===== src/rtl/ascii_bcd_seq_ctrl.sv =====
`timescale 1ns/1ps
// ascii_bcd_seq_ctrl
// Collects N/8 ASCII characters (first = most significant digit), presents
// them to an external combinational ASCII->BCD converter, captures the BCD
// result and error flag, and hands the word downstream on valid/ready.
// Keeps saturating counts of delivered words and of delivered error words.
module ascii_bcd_seq_ctrl #(
  parameter int N     = 32,
  parameter int M     = 16,
  parameter int CNT_W = 8
) (
  input  logic             clk,
  input  logic             rst,
  input  logic             clear,
  input  logic [7:0]       in_char,
  input  logic             in_valid,
  output logic             in_ready,
  output logic [N-1:0]     conv_ascii,
  input  logic [M-1:0]     conv_bcd,
  input  logic             conv_err,
  output logic [M-1:0]     out_bcd,
  output logic             out_err,
  output logic             out_valid,
  input  logic             out_ready,
  output logic [CNT_W-1:0] word_cnt,
  output logic [CNT_W-1:0] err_cnt
);

  localparam int NCH   = N / 8;
  localparam int IDX_W = (NCH > 1) ? $clog2(NCH) : 1;

  typedef enum logic [1:0] {
    COLLECT = 2'd0,
    CONV    = 2'd1,
    OUT     = 2'd2
  } state_t;

  state_t             state_q,      state_d;
  logic [IDX_W-1:0]   idx_q,        idx_d;
  logic [N-1:0]       conv_ascii_q, conv_ascii_d;
  logic [M-1:0]       out_bcd_q,    out_bcd_d;
  logic               out_err_q,    out_err_d;
  logic               out_valid_q,  out_valid_d;
  logic               in_ready_q,   in_ready_d;
  logic [CNT_W-1:0]   word_cnt_q,   word_cnt_d;
  logic [CNT_W-1:0]   err_cnt_q,    err_cnt_d;

  // Next-state computation: character assembly, result capture, handoff.
  // clear is resolved inside each state so a simultaneous character or
  // handoff is dropped rather than partially applied.
  always_comb begin
    state_d      = state_q;
    idx_d        = idx_q;
    conv_ascii_d = conv_ascii_q;
    out_bcd_d    = out_bcd_q;
    out_err_d    = out_err_q;
    word_cnt_d   = word_cnt_q;
    err_cnt_d    = err_cnt_q;

    case (state_q)
      COLLECT: begin
        if (clear) begin
          idx_d = '0;
        end else if (in_valid) begin
          for (int unsigned k = 0; k < NCH; k++) begin
            if (idx_q == IDX_W'(k)) begin
              conv_ascii_d[N-1-8*k -: 8] = in_char;
            end
          end
          if (idx_q == IDX_W'(NCH - 1)) begin
            idx_d   = '0;
            state_d = CONV;
          end else begin
            idx_d = idx_q + IDX_W'(1);
          end
        end
      end

      CONV: begin
        if (clear) begin
          idx_d   = '0;
          state_d = COLLECT;
        end else begin
          out_bcd_d = conv_err ? '0 : conv_bcd;
          out_err_d = conv_err;
          state_d   = OUT;
        end
      end

      OUT: begin
        if (clear) begin
          idx_d   = '0;
          state_d = COLLECT;
        end else if (out_ready) begin
          if (word_cnt_q != '1) begin
            word_cnt_d = word_cnt_q + CNT_W'(1);
          end
          if (out_err_q && (err_cnt_q != '1)) begin
            err_cnt_d = err_cnt_q + CNT_W'(1);
          end
          state_d = COLLECT;
        end
      end

      default: begin
        idx_d   = '0;
        state_d = COLLECT;
      end
    endcase

    in_ready_d  = (state_d == COLLECT);
    out_valid_d = (state_d == OUT);
  end

  // State and registered outputs.
  always_ff @(posedge clk or posedge rst) begin
    if (rst) begin
      state_q      <= COLLECT;
      idx_q        <= '0;
      conv_ascii_q <= '0;
      out_bcd_q    <= '0;
      out_err_q    <= 1'b0;
      out_valid_q  <= 1'b0;
      in_ready_q   <= 1'b1;
      word_cnt_q   <= '0;
      err_cnt_q    <= '0;
    end else begin
      state_q      <= state_d;
      idx_q        <= idx_d;
      conv_ascii_q <= conv_ascii_d;
      out_bcd_q    <= out_bcd_d;
      out_err_q    <= out_err_d;
      out_valid_q  <= out_valid_d;
      in_ready_q   <= in_ready_d;
      word_cnt_q   <= word_cnt_d;
      err_cnt_q    <= err_cnt_d;
    end
  end

  assign in_ready   = in_ready_q;
  assign conv_ascii = conv_ascii_q;
  assign out_bcd    = out_bcd_q;
  assign out_err    = out_err_q;
  assign out_valid  = out_valid_q;
  assign word_cnt   = word_cnt_q;
  assign err_cnt    = err_cnt_q;

endmodule

===== config.mk =====
export PLATFORM = sky130hd
export DESIGN_NAME = ascii_bcd_seq_ctrl
export DESIGN_NICKNAME = d
export VERILOG_FILES = /design/src/rtl/ascii_bcd_seq_ctrl.sv
export SDC_FILE = /design/constraint.sdc
export NUM_CORES = 1
export LEC_CHECK = 0
export CAP_MARGIN = 10
export CORE_ASPECT_RATIO = 1.25
export CORE_UTILIZATION = 50
export DETAILED_ROUTE_END_ITERATION = 8
export PLACE_DENSITY = 0.95
export SKIP_CTS_REPAIR_TIMING = 1
export SLEW_MARGIN = 20
export SYNTH_ARGS = -nofsm -noshare
export SYNTH_HDL_FRONTEND = slang
export SYNTH_SLANG_ARGS = --single-unit

===== constraint.sdc =====
create_clock -name clk -period 5.1 [get_ports clk]
set_input_delay 1.02 -clock clk [delete_from_list [all_inputs] [get_ports clk]]
set_output_delay 1.02 -clock clk [all_outputs]
set_load 0.02 [all_outputs]

==> metrics.md <==
| Metric | Value |
|---|---|
| Status | `finished clean` |
| Slew @ Worst Pin | `between 0.8 and 0.9 ns` |
| Sw frac | `between 30% and 40%` |
| Total global-route track usage | `between 20 and 25%` |
| Vias/cell | `5.280` |
| Die X | `74.51 µm` |
| Clock sink count | `71` |
| Total core area | `6246 µm²` |
| Syn-to-layout area delta | `39.07%` |
| Cts bufs inserted | `9` |
| Period minus WS final | `~2.6 ns` |
| HPWL Detailed | `approximately 5.2 mm` |
| Setup violators final | `0` |
| Initial core utilization | `between 50% and 60%` |
| Routed wire length per instance | `approximately 16 µm` |
| Root buffer cell | `clkbuf_8` |
| Mux share of post-synthesis cell area | `about 16%` |
| Initial DRC count | `98` |
| Placed cell areas | `4332 µm²` |
| Setup WS pre-CTS | `2.150 ns` |
| CTS tree | `yes` |
| Top Metal Used | `met4` |
| Slew HR | `42.46%` |
| RSZ-0062 raised after global routing | `false` |
| Top post-synthesis cells by area | `dfrtp_1 (53%), mux2_4 (11%), ha_1 (3.8%)` |
| Post-route ant nets | `0` |
| Worst-path clk slew | `0.07 ns` |
| GR Overflow Total | `0` |
| Ports | `97` |
| Drc violations | `0` |
| DIE AREA | `between 6000 and 7000 µm²` |
| Vias in the first global route | `2421` |
| Synth async-reset ratio | `100.0%` |
| Mapped Nets | `297` |
| Max clock buf depth | `2` |
| Gate power share | `roughly two fifths` |
| Post-synth cell types | `44` |
| Routed vias | `roughly 2400` |
| Die Y | `about 93 µm` |
| WL met3 | `449 µm` |
| Complex-gate fraction of the synthesized area | `under 10%` |
| Final hold vios | `0` |
| Main combinational cell family by area after synthesis | `simple AND/OR/NAND/NOR gates` |
| Flop pwr share | `around 36%` |
| Crit path DAT | `roughly 2.8 ns` |
| Layout cell share with drive strength beyond 1 | `roughly 15%` |
| Met1 Wirelength | `approximately 2.9 mm` |
| Rows | `32` |
| Clock share of power | `between 20% and 30%` |
| Mapped Cells | `roughly 260` |
| Synth Area in Adders | `3.808%` |
| Post-synth EDFFs | `0` |
| Hold Path Class | `reg2reg` |
| CP Class | `in2reg` |
| Final WL | `about 7.2 mm` |
| Worst Skew | `between 0.006 and 0.007 ns` |
| Max Clk Rate | `0.3875 GHz` |
| WL met2 | `between 3 and 4 mm` |
| N_diodes | `0` |
| CP startpoint kind | `primary input` |
| Design area | `approximately 4600 µm²` |
| Fillers | `437` |
| Max-cap check violation count | `0` |
| VDD IR-drop max | `0.0002535 V` |
| Worst Slack Setup Final | `around 2.5 ns` |
| Static leakage power | `approximately 2.1 nW` |
| Crit path required time | `approximately 5.3 ns` |
| Cell taking the most area after synthesis | `dfrtp_1` |
| Int Power | `around 0.0016 W` |
| GP Congestion | `about 0.8` |
| Seq/Total Area, Yosys | `54.11%` |
| Worst-path fanout max | `35` |
| Final period utilization | `50.60%` |
| XOR/XNOR Fraction of Synth Area | `1.599%` |
| Final Max Tran Viols | `0` |
| Hold_ws | `between 0.4 and 0.5 ns` |
| TNS Setup | `0 ns` |
| First-pass GRT wire length | `about 12 mm` |
| IO Port Bufs | `96` |
| H-tree depth | `3` |
| Initial antenna violation count | `0` |
| Post-synth top flop | `dfrtp_1` |
| Top cell type's share of synthesized area | `between 50% and 60%` |
| Avg Cell Area, Syn | `~13 µm²` |
| Non-Filler Instances | `450` |
| P per Cell Area | `~520 nW/µm²` |
| Largest net degree at the start of global routing | `48` |
| Clk_lat worst skew | `about 0.34 ns` |
| Yosys Warn Count | `0` |
| Crit end category | `flop` |
| Flops & latches, synth | `between 70 and 80` |
| Pre-Repair DR Iteration Count | `4` |
| Placed cell count | `about 430` |
| Net switching power | `around 0.0008 W` |
| Simple-gate share of the synthesized area | `about 16%` |
| Layout net count | `400` |
| Mapped cell area | `3286 µm²` |
[power by group through the flow]
stage	Clock, W	Combinational [W]	Sequential [W]
6_report	0.000529	0.000988	0.000859
5_1_grt	0.000555	0.00106	0.000877
4_1_cts	0.000537	0.000996	0.000859
3_5_place_dp	0	0.000986	0.000863
3_3_place_gp	0	0.000948	0.000852
2_1_floorplan	0	0.000372	0.00104
[critical path, stage by stage]
cell	delay, ns
clkdlybuf4s50_1	0.64
inv_2	0.08
nand2_1	0.64
mux2_2	0.41
[layer usage]
metal,global-route usage (%),up-vias
met3,5.550,20
met4,8.019,0
met5,0,-
met1,28.72,1157
li1,-,1100
met2,37.39,99
[metrics by stage]
| step | utilization [%] | total power [W] |
|---|---|---|
| finish | 73.16 | 0.002376 |
| detailed placement | 69.35 | 0.001848 |
| CTS | 73.14 | 0.002393 |
| global placement | 69.35 | 0.001800 |
| floorplan | - | 0.001413 |
| global route | 73.16 | 0.002489 |
[cells in the mapped netlist, drive strengths merged, types with 5 or more instances]
master	n
dfrtp	70
inv	7
nand3	9
o21ai	20
ha	10
nor2	5
nand2	32
mux2	37
nand2b	18
[cell type report]
class / instances / area [µm²] / share of cell area (%)
Clock buffer: 10 / 127.6 / 2.793
Clock inverter: 6 / 108.9 / 2.382
Inverter: 7 / 27.53 / 0.6024
Multi-Input combinational cell: 174 / 1453 / 31.79
Sequential cell: 71 / 1778 / 38.91
Tap cell: 85 / 106.4 / 2.327
Timing Repair Buffer: 97 / 968.4 / 21.19
[cell usage in the layout (no fill, tap or decap), types with 4 or more instances in the layout]
cell type	synthesis	layout
ha_1	10	10
xnor2_1	4	4
nand4_1	4	4
nand2_1	29	29
inv_1	6	5
o21ai_0	14	14
clkbuf_8	0	9
nand2b_1	18	18
a21oi_1	4	4
mux2_1	9	9
nand3_1	9	9
dfrtp_1	70	70
o21ai_1	5	5
clkdlybuf4s50_1	0	96
nor2_1	5	5
mux2_4	25	25
[sequential cells by signal, summed over array words and instances (netlist names), 2 cells and up]
register,flops
idx_q,2
out_bcd,16
state_q,2
word_cnt,8
conv_ascii,32
err_cnt,8
[final timing paths]
path	startpoint	to	slack [ns]	cells past startpoint
max in group asynchronous	rst	conv_ascii[24]	3.15	3
worst max register to register	state_q[1]	conv_ascii[24]	3.14	5
worst min-delay path	out_bcd[2]	out_bcd[2]	0.48	2
worst max-delay path	clear	out_err	2.52	4
worst min register to register	out_bcd[2]	out_bcd[2]	0.48	2
min in group asynchronous	rst	conv_ascii[25]	1.14	2
[kinds of logic after synthesis]
family                     Yosys count
and+or+nand+nor                     83
xor gates and xnor gates             6
buffers and inverters               12
adders and majority gates           10
muxes                               37
AOI/OAI and AO/OA                   38
DFF                                 71
Note: power is estimated with default switching activity, not from simulation.
